## config.mk

```make
export PLATFORM = sky130hd
export DESIGN_NAME = tick_timer
export DESIGN_NICKNAME = d
export VERILOG_FILES = /design/src/rtl/tick_timer.sv
export SDC_FILE = /design/constraint.sdc
export NUM_CORES = 1
export LEC_CHECK = 0
export ABC_CLOCK_PERIOD_IN_PS = 2630
export BUFFER_PORTS_ARGS = -buffer_cell sky130_fd_sc_hd__buf_4
export CAP_MARGIN = 10
export CORE_UTILIZATION = 45
export DETAILED_ROUTE_END_ITERATION = 10
export GPL_ROUTABILITY_DRIVEN = 1
export GPL_TIMING_DRIVEN = 0
export PLACE_DENSITY = 0.71
export SLEW_MARGIN = 10
export SYNTH_ARGS = -nofsm -noshare
export SYNTH_HDL_FRONTEND = slang
export SYNTH_SLANG_ARGS = --single-unit
```

## constraint.sdc

```tcl
create_clock -name clk_FPGA -period 2.63 [get_ports clk_FPGA]
set_input_delay 0.263 -clock clk_FPGA [delete_from_list [all_inputs] [get_ports clk_FPGA]]
set_output_delay 0.263 -clock clk_FPGA [all_outputs]
set_load 0.005 [all_outputs]
```

## src/rtl/tick_timer.sv

```systemverilog
// Tick timer: synchronises an external divided clock, turns its rising edges into
// one-cycle ticks, and counts a loaded number of them. `TICK_TIMER_AUTO_RELOAD_EN` selects periodic mode.
module tick_timer #(
    parameter int unsigned TIMER_WIDTH = 8,
    parameter int unsigned SYNC_STAGES = 2
) (
    input  logic                   clk_FPGA,
    input  logic                   reset,
    input  logic                   clock_signal,
    input  logic                   start,
    input  logic                   stop,
    input  logic [TIMER_WIDTH-1:0] load_value,
    output logic                   tick,
    output logic                   busy,
    output logic                   done,
    output logic [TIMER_WIDTH-1:0] count
);

    typedef enum logic [1:0] {
        IDLE,
        RUN,
        DONE
    } state_t;

    state_t                 state;
    state_t                 state_next;
    logic [SYNC_STAGES-1:0] sync_chain;
    logic                   prev;
    logic                   sync_out;

`ifdef TICK_TIMER_AUTO_RELOAD_EN
    logic [TIMER_WIDTH-1:0] reload_reg;
`endif

    assign sync_out = sync_chain[SYNC_STAGES-1];

    always_ff @(posedge clk_FPGA or negedge reset) begin
        if (!reset) begin
            sync_chain <= '0;
            prev       <= 1'b0;
            tick       <= 1'b0;
        end else begin
            sync_chain <= {sync_chain[SYNC_STAGES-2:0], clock_signal};
            prev       <= sync_out;
            tick       <= sync_out & ~prev;
        end
    end

    always_ff @(posedge clk_FPGA or negedge reset) begin
        if (!reset) begin
            state <= IDLE;
        end else begin
            state <= state_next;
        end
    end

    always_comb begin
        state_next = state;
        case (state)
            IDLE: begin
                if (start) begin
                    state_next = (load_value != '0) ? RUN : DONE;
                end
            end
            RUN: begin
                // stop takes priority over a coincident final tick
                if (stop) begin
                    state_next = IDLE;
                end else if (tick && (count <= TIMER_WIDTH'(1))) begin
                    state_next = DONE;
                end
            end
            DONE: begin
`ifdef TICK_TIMER_AUTO_RELOAD_EN
                if (!stop && (reload_reg != '0)) begin
                    state_next = RUN;
                end else begin
                    state_next = IDLE;
                end
`else
                state_next = IDLE;
`endif
            end
            default: state_next = IDLE;
        endcase
    end

    always_comb begin
        busy = (state == RUN);
        done = (state == DONE);
    end

    always_ff @(posedge clk_FPGA or negedge reset) begin
        if (!reset) begin
            count <= '0;
        end else begin
            case (state)
                IDLE: begin
                    if (start) begin
                        count <= load_value;
                    end
                end
                RUN: begin
                    if (!stop && tick && (count != '0)) begin
                        count <= count - TIMER_WIDTH'(1);
                    end
                end
`ifdef TICK_TIMER_AUTO_RELOAD_EN
                DONE: begin
                    if (!stop && (reload_reg != '0)) begin
                        count <= reload_reg;
                    end
                end
`endif
                default: begin
                end
            endcase
        end
    end

`ifdef TICK_TIMER_AUTO_RELOAD_EN
    always_ff @(posedge clk_FPGA or negedge reset) begin
        if (!reset) begin
            reload_reg <= '0;
        end else if ((state == IDLE) && start && (load_value != '0)) begin
            reload_reg <= load_value;
        end
    end
`endif

endmodule
```

# Word-level counts from Yosys, hierarchy flattened
# Cells that the tools add are included.
# totals
reg_bits	14
elab_cells	32
# op_classes
add_sub_neg	1
magnitude_cmp	1
n_eq_ne	5
mux	8
bitwise	2
reduce_logical	10
# op_table
cell	count
8-bit two-way mux	2
8-bit one-hot mux with 2 select lines	1
8-bit nonzero test	2
8-bit by 1-bit <= comparator with 1-bit output, second input constant	1
2-bit two-way mux	4
8-bit by 1-bit subtractor with 8-bit output, second input constant	1
2-bit one-hot mux with 2 select lines	1
1-bit logical AND	3
3-bit by 2-bit inequality test with 1-bit output, second input constant	1
3-bit AND reduction	1
2-bit by 1-bit == test with 1-bit output, second input constant	1
2-bit == test, second input constant	1
2-bit zero test	1
2-bit by 1-bit inequality test with 1-bit output, second input constant	1
2-bit inequality test, second input constant	1
2-bit AND reduction	1
2-bit nonzero test	1
1-bit bitwise AND	1
1-bit zero test	1
1-bit inverter	1

# Longest topological paths before layout
# depth
ltp_word	5
mapped_depth	6
depth_no_buf	6

# Worst setup path before layout
# No wires, ideal clock.
# synth_path
path_kind	flip-flop to flip-flop
startpoint	reg count[0]
endpoint	reg count[6]
t_arrival_ps	1708
t_required_ps	2509
slack_ps	800
path_stages_with_launch	7
n_path_buf	0
cell_sequence	dfrtp_1 inv_1 ha_1 or4b_2 nor2_1 a31oi_1 o22a_1
# synth_between
elab_chain_len	4
# synth_lines
element	line	text
start, declared	16	output logic [TIMER_WIDTH-1:0] count
start signal, assigned	100	count <= load_value;
start signal, assigned	105	count <= count - TIMER_WIDTH'(1);
parallel branches: the longest is 4 deep, another holds 8-bit by 1-bit subtractor with 8-bit output	-	
# Parallel ways; which one is timed is not known. The select of a mux whose other input is x is not followed.
# A chain may end at the register's enable or synchronous reset.

# Worst setup path after layout
# layout_path
startpoint	reg count[1]
endpoint	reg count[6]
# Same word-level chain as after synthesis.

==> summary.txt <==
Setup path
  • Worst EP required: 2800 ps
  • Startpoint Class: register
  • Critical path arrival: 2230 ps
  • Crit path kind: reg2reg
  • Crit end category: register
  • Worst Path Max Fanout: 5
  • Reg2Reg Setup Slack: 570 ps

Synthesis
  • Top-area cell type share of the netlist area: 43.1%
  • Post-Synthesis Cells: 85
  • Area leader, netlist: dfrtp_1
  • Post-Syn Area per Cell: 9.55 sq um
  • Post-synth net total: 101
  • Yosys cell types: 33
  • Post-synth ARST share: 100%
  • Yosys warns: 0
  • Post-synth EDFFs: 0
  • Synthesized flop and latch total: 14
  • Largest cells by area after synthesis: dfrtp_1 (43%), nor2_1 (5.1%), ha_1 (4.6%)
  • Post-synthesis sequential area ratio: 43.1%
  • Cell Area, Synth: 812 sq um
  • Top_reg_cell synth: dfrtp_1

Global route
  • Initial antenna violation count: 0
  • GRT Util Overall: 21.5%
  • First-pass GRT wire length: 3100 microns
  • GRT overflow: 0
  • Vias in the first global route: 692
  • Pin count of the biggest net entering global routing: 15

Clock network
  • Cts hold-fix bufs: 1
  • Worst-skew pair later-pin latency: 290 ps
  • Setup bufs post-CTS: 0
  • CTS Buf Count: 3
  • CTS sink cnt: 14
  • Reg clk slew, reported paths: 90 ps
  • CTS tree: built
  • Post_cts resized: 0
  • CTS Buffer Depth: 2
  • Root Driver: clkbuf_4
  • H-tree depth: 1

Timing
  • Setup TNS: 0 ps
  • Fin crit share: 78.4%
  • Slew headroom: 67.4%
  • Final setup violation count: 0
  • Maximum clock frequency: 485 MHz
  • Final Hold Violating Endpoints: 0
  • Slew Viols, Final: 0
  • Fin crit period: 2060 ps
  • Clock skew: 10.9 ps
  • Slew @ Worst Pin: 488 ps
  • RSZ-0062 raised after global routing: no

Cells and area
  • Share of layout cells above drive strength 1: 30.1%
  • Most common cell after layout, fill and taps aside: buf_4
  • Fill cells: 136
  • Design Area, Final: 0.00106 sq mm
  • Ant. Diodes: 0
  • Commonest cells after routing, fill and taps aside: buf_4 (23), dfrtp_1 (14), nor2_1 (11)
  • Final net count: 130
  • Area Overhead vs Synth: 30.7%

Placement
  • GPL Wtd Cong: 0.848
  • Port bufs: 23
  • HPWL after detailed placement: 1370 microns
  • Placed cell areas: 0.00101 sq mm

Die
  • Core region area: 0.00159 sq mm
  • DIE AREA: 0.00198 sq mm
  • I/O Pins: 24
  • Cell Rows: 14
  • Die W: 44.5 microns
  • Starting density of the core: 50.9%
  • Die Ht: 44.5 microns

Routing
  • Detailed Route Iter0 Violations: 41
  • DR WL/cell: 14.4 microns
  • Antenna Nets Post-Route: 0
  • Initial DRT Pass Iterations: 5
  • Via density per instance: 5.70
  • Via count: 781
  • Residual DRC count: 0
  • Final WL: 1970 microns

Power and ir drop
  • PD cells: 994 mW/mm^2
  • Leakage: 0.469 nW
  • Worst VDD drop: 654 uV

Run
  • Max-Cap Viols: 0

Outcome
  • Outcome: completed

Min path
  • Worst min path class: in2reg
==> metrics by stage <==
stage | hold WS (ps) | instances | setup WS, ps | util, % | power, mW
after floorplan | -32.6 | 85 | 800 | - | 0.678
after global placement | 120 | 132 | 669 | 63.7 | 0.875
after detailed placement | 120 | 132 | 631 | 63.7 | 0.886
after CTS | 82.5 | 137 | 590 | 66.6 | 1.05
after global routing | 74.8 | 137 | 478 | 66.6 | 1.12
final | 84.4 | 137 | 567 | 66.6 | 1.06
==> critical path: stages, from the launching register on <==
cell and delay (ps):
dfrtp_1 420, inv_1 150, ha_1 310, or4b_2 630, nor2_1 150, a31oi_1 100
o22a_1 190
==> power breakdown <==
| part | internal, mW | switching, mW |
|---|---|---|
| Sequential | 0.287 | 0.111 |
| Clock | 0.0843 | 0.0737 |
| Combinational | 0.252 | 0.247 |
| Total | 0.623 | 0.432 |
==> logic make-up after synthesis <==
logic type	Yosys count	synth area share, %
AOI/OAI and AO/OA	28	25.1
adders and majority gates	3	4.62
buffers and inverters	7	3.39
DFF	14	43.1
muxes	1	1.23
and+or+nand+nor	32	22.5
==> path summary, 6_finish.rpt <==
check                                   start       endpoint  cells after the start
max in group asynchronous               reset       state[0]                      2
worst min-delay path             clock_signal  sync_chain[0]                      1
min in group asynchronous               reset  sync_chain[1]                      2
worst max register to register       count[1]       count[6]                      6
worst min register to register  sync_chain[0]  sync_chain[1]                      0
worst max-delay path                 count[1]       count[6]                      6
==> metal layers <==
metal | global-route usage [%] | wire (microns) | vias to the layer above
met5 | 0 | 0 | -
met4 | 9.09 | 44 | 0
met3 | 2.45 | 162 | 8
met2 | 32.9 | 912 | 42
met1 | 30.8 | 847 | 357
li1 | - | - | 374
==> cell usage after synthesis (all sizes together), types with 2 or more instances <==
| cell type | instances |
|---|---|
| nor2b | 2 |
| ha | 3 |
| nand2b | 2 |
| nand2 | 3 |
| o2bb2ai | 3 |
| nor3 | 4 |
| inv | 4 |
| o22a | 3 |
| o21ai | 4 |
| nor2 | 12 |
| a31oi | 5 |
| a21oi | 4 |
| dfrtp | 14 |
| o21a | 2 |
| or4 | 4 |
| o22ai | 2 |
==> state kept, by name (all words and copies together), names as in the netlist <==
signal and flops:
count 8, prev 1, state 2, sync_chain 2, tick 1
==> area by class of cell <==
type	count	area [sq um]	area share, %
Multi-Input combinational cell	64	434	40.9
Sequential cell	14	350	33.0
Timing Repair Buffer	24	183	17.2
Clock buffer	4	36.3	3.42
Tap cell	24	30.0	2.83
Inverter	5	18.8	1.77
Buffer	2	8.76	0.825
Power figures use the tool's default switching activity.
